==> src/rtl/hilo_pkg.sv <==
// ============================================================================
// Module  : hilo_pkg
// Brief   : Op encodings, FSM state codes and divider constants for hilo_unit.
// Revision: 1.0 - initial release
// ============================================================================
`default_nettype none

package hilo_pkg;

    localparam logic [2:0] OP_NOP  = 3'd0;
    localparam logic [2:0] OP_MULT = 3'd1;
    localparam logic [2:0] OP_MTHI = 3'd2;
    localparam logic [2:0] OP_MTLO = 3'd3;
    localparam logic [2:0] OP_DIV  = 3'd4;
    localparam logic [2:0] OP_DIVU = 3'd5;

    localparam logic [1:0] ST_IDLE    = 2'd0;
    localparam logic [1:0] ST_DIV_RUN = 2'd1;
    localparam logic [1:0] ST_FINISH  = 2'd2;

    localparam int         DIV_ITERS = 32;
    localparam logic [5:0] DIV_LAST  = 6'(DIV_ITERS - 1);

    // Magnitude of a two's-complement word; 32'h80000000 maps to itself,
    // which is the correct unsigned magnitude.
    function automatic logic [31:0] abs32(input logic [31:0] v);
        return v[31] ? (~v + 32'd1) : v;
    endfunction

endpackage

`default_nettype wire

==> src/rtl/div_step.sv <==
// ============================================================================
// Module  : div_step
// Brief   : One combinational restoring-division iteration (remainder, q bit).
// Revision: 1.0 - initial release
// ============================================================================
`default_nettype none

module div_step (
    input  logic [31:0] rem_in,
    input  logic        dividend_bit,
    input  logic [31:0] divisor,
    output logic [31:0] rem_out,
    output logic        q_bit
);

    logic [32:0] w_shifted;
    logic [33:0] w_diff;
    logic        w_unused_diff;

    assign w_shifted = {rem_in, dividend_bit};
    assign w_diff    = {1'b0, w_shifted} - {2'b00, divisor};
    assign q_bit     = ~w_diff[33];

    // Either result is below the divisor, so 32 bits always suffice.
    assign rem_out       = q_bit ? w_diff[31:0] : w_shifted[31:0];
    assign w_unused_diff = w_diff[32];

endmodule

`default_nettype wire

==> src/rtl/hilo_unit.sv <==
// ============================================================================
// Module  : hilo_unit
// Brief   : HI/LO register file with MULT/MTHI/MTLO and an optional iterative
//           divider, enabled by defining HILO_DIV_EN.
// Revision: 1.0 - initial release
// ============================================================================
`default_nettype none

module hilo_unit
    import hilo_pkg::*;
#(
    parameter logic [31:0] RESET_VAL = 32'h0
) (
    input  logic        Clk,
    input  logic        Reset,
    input  logic        Start,
    input  logic [2:0]  Op,
    input  logic [31:0] A,
    input  logic [31:0] B,
    input  logic [31:0] ProdHI,
    input  logic [31:0] ProdLO,
    output logic [31:0] HI,
    output logic [31:0] LO,
    output logic        Busy,
    output logic        Done
);

    logic [31:0] r_hi;
    logic [31:0] r_lo;
    logic        r_done;
    logic        w_accept;
    logic        w_div_zero;
    logic        w_finish;
    logic [31:0] w_quot_final;
    logic [31:0] w_rem_final;

`ifdef HILO_DIV_EN
    logic [1:0]  r_state;
    logic [5:0]  r_count;
    logic [31:0] r_rem;
    logic [31:0] r_quot;
    logic [31:0] r_divisor;
    logic        r_neg_q;
    logic        r_neg_r;
    logic [31:0] w_rem_next;
    logic        w_q_bit;
    logic        w_is_div;
    logic        w_signed;

    div_step u_div_step (
        .rem_in       (r_rem),
        .dividend_bit (r_quot[31]),
        .divisor      (r_divisor),
        .rem_out      (w_rem_next),
        .q_bit        (w_q_bit)
    );

    assign w_accept     = Start && (r_state == ST_IDLE);
    assign w_is_div     = (Op == OP_DIV) || (Op == OP_DIVU);
    assign w_signed     = (Op == OP_DIV);
    assign w_div_zero   = w_accept && w_is_div && (B == 32'h0);
    assign w_finish     = (r_state == ST_FINISH);
    assign Busy         = (r_state == ST_DIV_RUN);
    assign w_quot_final = r_neg_q ? (~r_quot + 32'd1) : r_quot;
    assign w_rem_final  = r_neg_r ? (~r_rem + 32'd1) : r_rem;

    // r_quot starts as the dividend; its MSB feeds each step while quotient
    // bits shift in from the bottom.
    always_ff @(posedge Clk) begin
        if (Reset) begin
            r_state   <= ST_IDLE;
            r_count   <= 6'd0;
            r_rem     <= 32'h0;
            r_quot    <= 32'h0;
            r_divisor <= 32'h0;
            r_neg_q   <= 1'b0;
            r_neg_r   <= 1'b0;
        end else begin
            case (r_state)
                ST_IDLE: begin
                    if (w_accept && w_is_div && (B != 32'h0)) begin
                        r_rem     <= 32'h0;
                        r_quot    <= w_signed ? abs32(A) : A;
                        r_divisor <= w_signed ? abs32(B) : B;
                        r_neg_q   <= w_signed && (A[31] ^ B[31]);
                        r_neg_r   <= w_signed && A[31];
                        r_count   <= 6'd0;
                        r_state   <= ST_DIV_RUN;
                    end
                end
                ST_DIV_RUN: begin
                    r_rem   <= w_rem_next;
                    r_quot  <= {r_quot[30:0], w_q_bit};
                    r_count <= r_count + 6'd1;
                    if (r_count == DIV_LAST) begin
                        r_state <= ST_FINISH;
                    end
                end
                ST_FINISH: r_state <= ST_IDLE;
                default:   r_state <= ST_IDLE;
            endcase
        end
    end
`else
    logic w_unused_b;

    assign w_accept     = Start;
    assign w_div_zero   = 1'b0;
    assign w_finish     = 1'b0;
    assign Busy         = 1'b0;
    assign w_quot_final = 32'h0;
    assign w_rem_final  = 32'h0;
    assign w_unused_b   = ^B;
`endif

    always_ff @(posedge Clk) begin
        if (Reset) begin
            r_hi   <= RESET_VAL;
            r_lo   <= RESET_VAL;
            r_done <= 1'b0;
        end else begin
            r_done <= 1'b0;
            if (w_finish) begin
                r_hi   <= w_rem_final;
                r_lo   <= w_quot_final;
                r_done <= 1'b1;
            end else if (w_div_zero) begin
                r_hi   <= A;
                r_lo   <= 32'hFFFF_FFFF;
                r_done <= 1'b1;
            end else if (w_accept) begin
                case (Op)
                    OP_MULT: begin
                        r_hi   <= ProdHI;
                        r_lo   <= ProdLO;
                        r_done <= 1'b1;
                    end
                    OP_MTHI: begin
                        r_hi   <= A;
                        r_done <= 1'b1;
                    end
                    OP_MTLO: begin
                        r_lo   <= A;
                        r_done <= 1'b1;
                    end
                    default: ;
                endcase
            end
        end
    end

    assign HI   = r_hi;
    assign LO   = r_lo;
    assign Done = r_done;

endmodule

`default_nettype wire

==> config.mk <==
export PLATFORM = sky130hd
export DESIGN_NAME = hilo_unit
export DESIGN_NICKNAME = d
export VERILOG_FILES = /design/src/rtl/hilo_pkg.sv /design/src/rtl/div_step.sv /design/src/rtl/hilo_unit.sv
export SDC_FILE = /design/constraint.sdc
export NUM_CORES = 1
export LEC_CHECK = 0
export CORE_AREA = 4 4 98 100
export CTS_CLUSTER_SIZE = 24
export DETAILED_ROUTE_END_ITERATION = 10
export DIE_AREA = 0 0 102 104
export GPL_TIMING_DRIVEN = 0
export PLACE_DENSITY_LB_ADDON = 0.15
export RECOVER_POWER = 100
export SLEW_MARGIN = 20
export SYNTH_ARGS = -nofsm -noshare
export SYNTH_HDL_FRONTEND = slang
export SYNTH_SLANG_ARGS = --single-unit
==> constraint.sdc <==
create_clock -name Clk -period 1.56 [get_ports Clk]
set_input_delay 0.312 -clock Clk [delete_from_list [all_inputs] [get_ports Clk]]
set_output_delay 0.312 -clock Clk [all_outputs]
set_load 0.01 [all_outputs]
==> impl_metrics.py, run 1 <==
metrics = {
    "detailed_routing": {
        "routed_wirelength_um": 11000,
        "final_antenna_net_count": 0,
        "wire_per_inst_um": 17.5,
        "drt_iter0_markers": 130,
        "drt-vias-per-instance": 5.09,
        "vias": 3179,
        "remaining_drc_errors": 0,
        "first_pass_iters": 4,
    },
    "cts": {
        "clkTransAtPathRegs_ns": 0.07,
        "clk_path_buf_depth": 2,
        "clock_sinks": 65,
        "cts-root-buf": "clkbuf_8",
        "cts_tree": "built",
        "holdBufCountCts": 0,
        "htreeDepth": 3,
        "numCtsBuffers": 9,
        "worstSkewPairLatency_ns": 0.33,
    },
    "setup_path": {
        "path_class": "register to output pin",
        "critical_path.cell_chain": "clkdlybuf4s50_1",
        "critPathLaunchType": "register",
        "worst-path-buf-inv": 1,
        "slowest_stage": "clkdlybuf4s50_1",
        "critPathRequiredTime_ns": 1.25,
        "worstSetupEndpointType": "output pin",
        "cp_max_fo": 2,
        "cp_top_family": "buffers and inverters",
        "slowest_delay_ns": 0.54,
        "arrival_ns": 1.21,
    },
    "layout": {
        "layout.nets": 646,
        "final_common_cell": "clkdlybuf4s50_1",
        "stdcell_count": 625,
        "fillers": 854,
        "final_area_um2": 4990,
        "regArea_um2": 1300,
        "final_cell_mix": "clkdlybuf4s50_1 (114), dfxtp_1 (65), nand2_1 (64)",
        "multi_input_area_um2": 1540,
        "antenna_cells": 0,
        "syn_to_final_growth_pct": 58.7,
        "drive_above_1_share": 0.118,
    },
    "floorplanning": {
        "core_area_um2": 8680,
        "initial_utilization": 0.363,
        "die_area_um2": 10600,
        "die_h_um": 104,
        "num_rows": 34,
        "fp.dieW_um": 102,
        "ios": 200,
    },
    "timing": {
        "drv_slew": 0,
        "grt_setup_unrepaired": "no",
        "setup_violations": 0,
        "maxSlewHeadroom": 0.562,
        "worst_pin_slew_ns": 0.657,
        "final_hold_viol_count": 0,
        "fin_skew_ns": 0,
        "max_freq_mhz": 655,
        "post-route-period-util": 0.979,
        "min_period_ns": 1.53,
    },
    "global_route": {
        "grt_overflow": 0,
        "grt.total_usage": 0.199,
        "antenna_found_initial": 0,
        "grt_max_degree": 11,
        "grt_pass1_wl_um": 16700,
        "grt_pass1_vias": 3280,
    },
    "placed_design": {
        "gp_congestion": 0.833,
        "numPortBuffers": 164,
        "place_area_um2": 4920,
        "dpl.cell_count": 607,
        "dp_hpwl_um": 8260,
    },
    "flow_run": {
        "max-cap-violations": 0,
    },
    "status": {
        "outcome": "completed",
    },
    "logic_synthesis": {
        "syn_nets": 469,
        "ys_warn_count": 0,
        "synth_seq_area_share": 0.413,
        "yosysUniqueCellTypes": 19,
        "synthCells": 335,
        "ys_ff_latch": 65,
        "synthFlopType": "dfxtp_1",
        "synth_edf_count": 0,
        "synthArstFlopShare": 0,
        "syn_area_um2": 3150,
        "synth_area_per_cell_um2": 9.40,
    },
    "pwr": {
        "static-leakage-power_nw": 1.88,
        "p_per_area_nw_per_um2": 835,
        "ir_drop_uv": 440,
    },
    "min_path": {
        "hold_path.class": "primary input to register",
    },
}
[area by class of cell]
class	instances	share of cell area
repair buffers	166	0.325
multi-input cells	233	0.308
flip-flops and latches	65	0.261
plain buffers	37	0.0421
clock buffers	13	0.0298
well taps	108	0.0271
clock inverters	3	0.00802
[routing by layer]
layer | vias to the layer above | GRT usage | part of all wire
met3 | 14 | 0.0496 | 0.072
met5 | - | 0 | 0
met1 | 1503 | 0.252 | 0.43
met4 | 0 | 0.0675 | 0.016
li1 | 1563 | - | -
met2 | 99 | 0.325 | 0.48
[path summary, 6_finish.rpt]
path	depth (start not counted)	endpoint	slack, ns	start
worst min-delay path	3	Done	0.32	Start
worst max register to register	2	HI[21]	0.82	HI[21]
worst max-delay path	1	HI[14]	0.03	HI[14]
worst min register to register	2	LO[13]	0.50	LO[13]
[flip-flops by register name (all words and copies together), names as in the netlist]
register / count
Done: 1
HI: 32
LO: 32
[through the flow]
stage | hold WS, ns | power [mW] | setup TNS [ns] | utilization | setup WS [ns]
floorplan | 0.453 | 2.29 | 0 | - | 0.218
global placement | 0.487 | 2.84 | -19.36 | 0.567 | -0.396
detailed placement | 0.492 | 2.86 | -21.21 | 0.567 | -0.422
CTS | 0.370 | 4.26 | 0 | 0.591 | 0.00154
global route | 0.373 | 4.37 | 0 | 0.576 | 0.00167
finish | 0.322 | 4.17 | 0 | 0.576 | 0.0332
[repair_timing]
item                                    in CTS  in global routing
resized for setup                           10                 47
pin swaps                                    2                  0
endpoints found under the setup margin      37                 77
buffers inserted                             2                  0
[cell families (layout without fill, tap and decap cells)]
| group | Yosys count | count (layout) | share of synthesized area |
|---|---|---|---|
| compound gates | 97 | 97 | 0.277 |
| xor+xnor | 1 | 1 | 0.00517 |
| buf+inv | 37 | 219 | 0.0700 |
| flops | 65 | 65 | 0.413 |
| mux | 32 | 32 | 0.102 |
| other cells | 1 | 1 | 0.00119 |
| simple gates | 102 | 102 | 0.131 |
[where the power goes]
part | leakage (nW) | total, mW | switching (mW) | internal [mW]
Clock | 0.0974 | 1.41 | 0.632 | 0.780
Combinational | 1.25 | 0.954 | 0.429 | 0.526
Sequential | 0.532 | 1.80 | 0.0495 | 1.76
[synth_stat cells (2+ instances only)]
library cell	count	area, µm²
a21oi_1	33	165
nor2_1	33	124
clkbuf_1	8	30.0
nand2_1	64	240
buf_4	8	60.1
a211oi_1	32	240
mux2i_1	32	320
a311oi_2	30	450
buf_2	17	85.1
buf_6	4	45.0
a311oi_1	2	17.5
dfxtp_1	65	1300
Note: power is estimated with default switching activity, not from simulation.
==> run 2: changes to the inputs <==
Settings changed: PLACE_DENSITY set to 0.81, PLACE_DENSITY_LB_ADDON 0.15 to unset.
==> run 2 against run 1 <==
Flip-flop and latch count did not move. Die area unchanged. Fmax down 0.71%. Core utilization increased by 0.36 points. Highest routed layer unchanged. First-iteration DRC count grew 35%. Setup slack worse by 0.011 ns. Cell area increased by 0.63%. Register-to-register slack got worse by 0.06 ns. Global-route usage grew 0.74 points. Power increased by 3.3%. Sequential share of layout area decreased by 0.16 points.
==> impl_metrics.py, run 2 (synthesized netlist as in run 1, its figures left out) <==
metrics = {
    "setup_path": {
        "arrival_ns": 1.23,
        "ff2ff_setup_slack_ns": 0.76,
        "slowest_stage": "clkdlybuf4s50_1",
        "path_class": "register to output pin",
        "slowest_delay_ns": 0.57,
        "worstSetupEndpointType": "output pin",
        "critical_path.cell_chain": "clkdlybuf4s50_1",
        "critPathLaunchType": "register",
        "critPathRequiredTime_ns": 1.25,
        "cp_max_fo": 2,
        "cp_top_family": "buffers and inverters",
        "worst-path-buf-inv": 1,
    },
    "pwr": {
        "ir_drop_uv": 438,
        "static-leakage-power_nw": 1.88,
        "p_per_area_nw_per_um2": 857,
        "design_power_total_mw": 4.31,
    },
    "flow_run": {
        "max-cap-violations": 0,
    },
    "min_path": {
        "hold_path.class": "primary input to register",
    },
    "layout": {
        "syn_to_final_growth_pct": 59.7,
        "drive_above_1_share": 0.120,
        "antenna_cells": 0,
        "fillers": 836,
        "stdcell_count": 624,
        "final_cell_mix": "clkdlybuf4s50_1 (120), dfxtp_1 (65), nand2_1 (64)",
        "layout.nets": 646,
        "final_common_cell": "clkdlybuf4s50_1",
    },
    "placed_design": {
        "dp_hpwl_um": 8640,
        "gp_congestion": 0.823,
        "dpl.cell_count": 607,
        "numPortBuffers": 164,
    },
    "floorplanning": {
        "initial_utilization": 0.363,
        "ios": 200,
        "die_area_um2": 10600,
        "fp.dieW_um": 102,
        "num_rows": 34,
        "die_h_um": 104,
        "core_area_um2": 8680,
    },
    "timing": {
        "maxSlewHeadroom": 0.570,
        "tns_ns": 0,
        "fin_skew_ns": 0,
        "hold_ws_ns": 0.397,
        "max_freq_mhz": 650,
        "setup_violations": 0,
        "grt_setup_unrepaired": "no",
        "post-route-period-util": 0.986,
        "drv_slew": 0,
        "worst_pin_slew_ns": 0.645,
        "final_hold_viol_count": 0,
        "min_period_ns": 1.54,
    },
    "detailed_routing": {
        "vias": 3234,
        "drt-vias-per-instance": 5.18,
        "final_antenna_net_count": 0,
        "drt_iter0_markers": 176,
        "wire_per_inst_um": 18.3,
        "remaining_drc_errors": 0,
        "routed_wirelength_um": 11400,
        "first_pass_iters": 4,
    },
    "cts": {
        "holdBufCountCts": 0,
        "clk_path_buf_depth": 2,
        "clock_sinks": 65,
        "clkTransAtPathRegs_ns": 0.07,
        "cts-root-buf": "clkbuf_8",
        "numCtsBuffers": 9,
        "cts_tree": "built",
        "htreeDepth": 3,
        "worstSkewPairLatency_ns": 0.32,
    },
    "global_route": {
        "grt_overflow": 0,
        "antenna_found_initial": 0,
        "grt_max_degree": 11,
        "grt_pass1_wl_um": 17300,
        "grt_pass1_vias": 3296,
        "grt.total_usage": 0.206,
    },
    "status": {
        "outcome": "completed",
    },
}
## run 2: cell types whose count changed in the layout (fill, tap and decap cells not counted), sizes merged
cell and change:
clkdlybuf4s50 +6, dlygate4sd2 -5, buf +4, clkbuf -2, clkdlybuf4s25 -2, clkinv -1, dlymetal6s2s -1
## run 2: cell type report
type / instances / area, µm² / area share
Multi-Input combinational cell: 233 / 1530 / 0.305
Buffer: 37 / 231 / 0.0461
Tap cell: 108 / 135 / 0.0269
Clock inverter: 2 / 35.0 / 0.00697
Timing Repair Buffer: 166 / 1610 / 0.321
Clock buffer: 13 / 179 / 0.0356
Sequential cell: 65 / 1300 / 0.259
## run 2: metal layers
layer  up-vias  track usage  part of all wire
met4         0       0.0637             0.019
met5         -            0                 0
li1       1565            -                 -
met2       142        0.344              0.49
met3        16       0.0523             0.089
met1      1511        0.257              0.41
## run 2: final timing paths
kind / startpoint / end / cells past startpoint
worst max-delay path: HI[13] / HI[13] / 1
worst min-delay path: Op[1] / LO[31] / 3
worst max register to register: HI[31] / HI[31] / 2
worst min register to register: LO[13] / LO[13] / 2
## run 2: stage by stage
stage	setup slack, ns	utilization	cell area [µm²]
floorplan	0.218	-	3150
global placement	-0.426	0.567	4920
detailed placement	-0.465	0.567	4920
CTS	0.00119	0.596	5170
global route	0.000420	0.579	5030
finish	0.0223	0.579	5030
## run 2: timing repair
action,CTS,global route
pin swaps,1,0
setup endpoints to repair,34,83
gates resized for setup,7,46
setup buffers,2,0
## run 2: power breakdown
part | internal [mW] | total [mW] | leakage, nW | switching [mW]
registers | 1.76 | 1.81 | 0.532 | 0.0506
clock network | 0.903 | 1.53 | 0.112 | 0.629
logic | 0.532 | 0.968 | 1.24 | 0.436
total | 3.19 | 4.31 | 1.88 | 1.12
==> RTL change, RTL diff (settings of run 1) <==
Put one more register stage on the output `HI`. The value now appears one clock later. The other outputs are not delayed to match.
--- a/src/rtl/hilo_unit.sv
+++ b/src/rtl/hilo_unit.sv
@@ -151,3 +151,5 @@
 
-    assign HI   = r_hi;
+    always_ff @(posedge Clk) begin
+        HI <= r_hi;
+    end
     assign LO   = r_lo;
Behaviour: not the same (Yosys sat finds a counterexample within 4 cycles, from zero or initial values and one cycle with Reset high).
==> RTL change against run 1 <==
Die area unchanged; synthesized area increased by 13%; cell area rose by 11%; sequential cell count up 32; total power rose by 22%; setup slack better by 0.0095 ns; routed wire length is 3.5% higher; combinational power is 3.0% lower; critical endpoint is now HI[9]; largest cell class is now registers; largest power group unchanged.
==> RTL change: results (changes against run 1) <==
run status -> complete, no violations
DRT iter0 DRCs -> 100 (-23%)
Setup TNS Final -> 0 ns (unchanged)
CP peak stage delay -> 0.54 ns (about the same)
sequential element share of the synthesized area -> 54.6% (+13 points)
Compound-Gate Fraction of Synth Area -> 19.4% (-8.3 points)
worst clock skew -> 0.0149 ns (+0.0149 ns)
vias per inst -> 5.10 (+0.21%)
routed len/inst -> 17.2 microns (-1.7%)
maximum VDD drop -> 407 uV (-7.4%)
Post-DP Area -> 5350 sq um (+8.5%)
Adder-Cell Fraction of Synth Area -> 0% (unchanged)
clock root cell -> clkbuf_8
total combinational power -> 925 uW (-3.0%)
reg2reg path depth -> 2 (unchanged)
Top delay family on crit path -> buffers and inverters
CTS Buf Count -> 9 (unchanged)
GP Congestion -> 0.810 (-2.8%)
total track usage -> 21.1% (+1.3 points)
count of different cell masters after synthesis -> 21 (+2)
most frequent cells after synthesis -> 97 x dfxtp_1, 62 x nand2_1, 34 x nor2_1
latest clock arrival within the worst-skew pair -> 0.36 ns (+0.03 ns)
Synth area leaders -> dfxtp_1 55%, mux2i_1 9.0%, a311oi_1 7.6%
ant diodes -> 0 (unchanged)
Worst-Margin Slew -> 0.630 ns (-0.0275 ns)
layout cell share with drive strength beyond 1 -> 10.7% (-1.1 points)
Post-Synth XOR/XNOR Area -> 0.457% (-0.060 points)
Leak -> 2.23 nW (+18%)
Ys Warns -> 0 (unchanged)
post-synthesis mux area share -> 9.00% (-1.2 points)
combinational power share -> 18.1% (-4.8 points)
DR pass1 iterations -> 4 (unchanged)
pin count of the biggest net entering global routing -> 17 (+6)
Clock transition at path regs -> 0.10 ns (+0.03 ns)
vias in the first global route -> 3,371 (+2.8%)
asr flop ratio synth -> 0% (unchanged)
syn nets -> 502 (+7.0%)
Arrival @ worst endpoint -> 1.21 ns (about the same)
ys flop type -> dfxtp_1
DP Worst Slack -> -0.594 ns (-0.172 ns)
CTS max path bufs -> 2 (unchanged)
Int Power -> 3.76 mW (+23%)
maximum net fanout on the critical path -> 1 (-1)
kind of path behind the tightest hold check -> flop to flop
Port Buffers -> 165 (+0.61%)
antenna violations before repair -> 0 (unchanged)
global-route wire length before repair -> 17,700 microns (+5.7%)
Clk power -> 1.50 mW (+6%)
largest family of logic cells by synthesized area -> compound AO/OA/AOI/OAI gates
hold path depth -> 0 (-3)
cell at the slowest stage of the critical path -> clkdlybuf4s50_1
H-tree depth -> 3 (unchanged)
HPWL after DPL -> 8510 microns (+3.0%)
# nets final -> 679 (+5.1%)
RTL change: cell types whose count changed after synthesis, moves of 2 or more:
cell	run 1	this run
a311oi_2	30	0
dfxtp_1	65	97
nand2_1	64	62
a311oi_1	2	31
buf_1	0	3
buf_2	17	19
buf_4	8	3
buf_6	4	0
clkbuf_1	8	12
RTL change: final cells by class:
type / instances / area (sq um)
clock buffer: 11 / 141
fill: 806 / 3120
clock inverter: 5 / 38.8
timing repair buffer: 166 / 1570
tap: 108 / 135
sequential: 97 / 1940
multi-input combinational: 234 / 1520
buffer: 37 / 211
RTL change: cell families after synthesis:
| logic type | after synthesis |
|---|---|
| AO/OA/AOI/OAI | 98 |
| buffers and inverters | 37 |
| flip-flops | 97 |
| multiplexers | 32 |
| AND/OR/NAND/NOR | 102 |
| other | 1 |
| XOR/XNOR | 1 |
RTL change: worst paths after layout:
check	start	slack, ns	end
setup / recovery	HI[9]	0.04	HI[9]
hold / removal	r_hi[6]	0.34	HI[6]
setup reg to reg	r_hi[5]	0.81	r_hi[5]
hold reg to reg	r_hi[6]	0.34	HI[6]
RTL change: metrics by stage:
stage / std cells / hold slack [ns]
2_1_floorplan: 368 / 0.331
3_3_place_gp: 641 / 0.332
3_5_place_dp: 641 / 0.337
4_1_cts: 658 / 0.340
5_1_grt: 658 / 0.342
6_report: 658 / 0.337
RTL change: what timing repair did:
| item | in CTS | in global routing |
|---|---|---|
| pin swaps | 1 | 0 |
| setup endpoints to repair | 89 | 68 |
| buffers inserted | 1 | 0 |
| resized for setup | 44 | 56 |
RTL change: layer usage:
metal	vias to the layer above	routed length (microns)	global-route usage, %
met5	-	0	0
met4	0	114	6.00
met3	9	906	4.90
met2	122	5520	33.7
met1	1558	4810	28.4
li1	1665	-	-
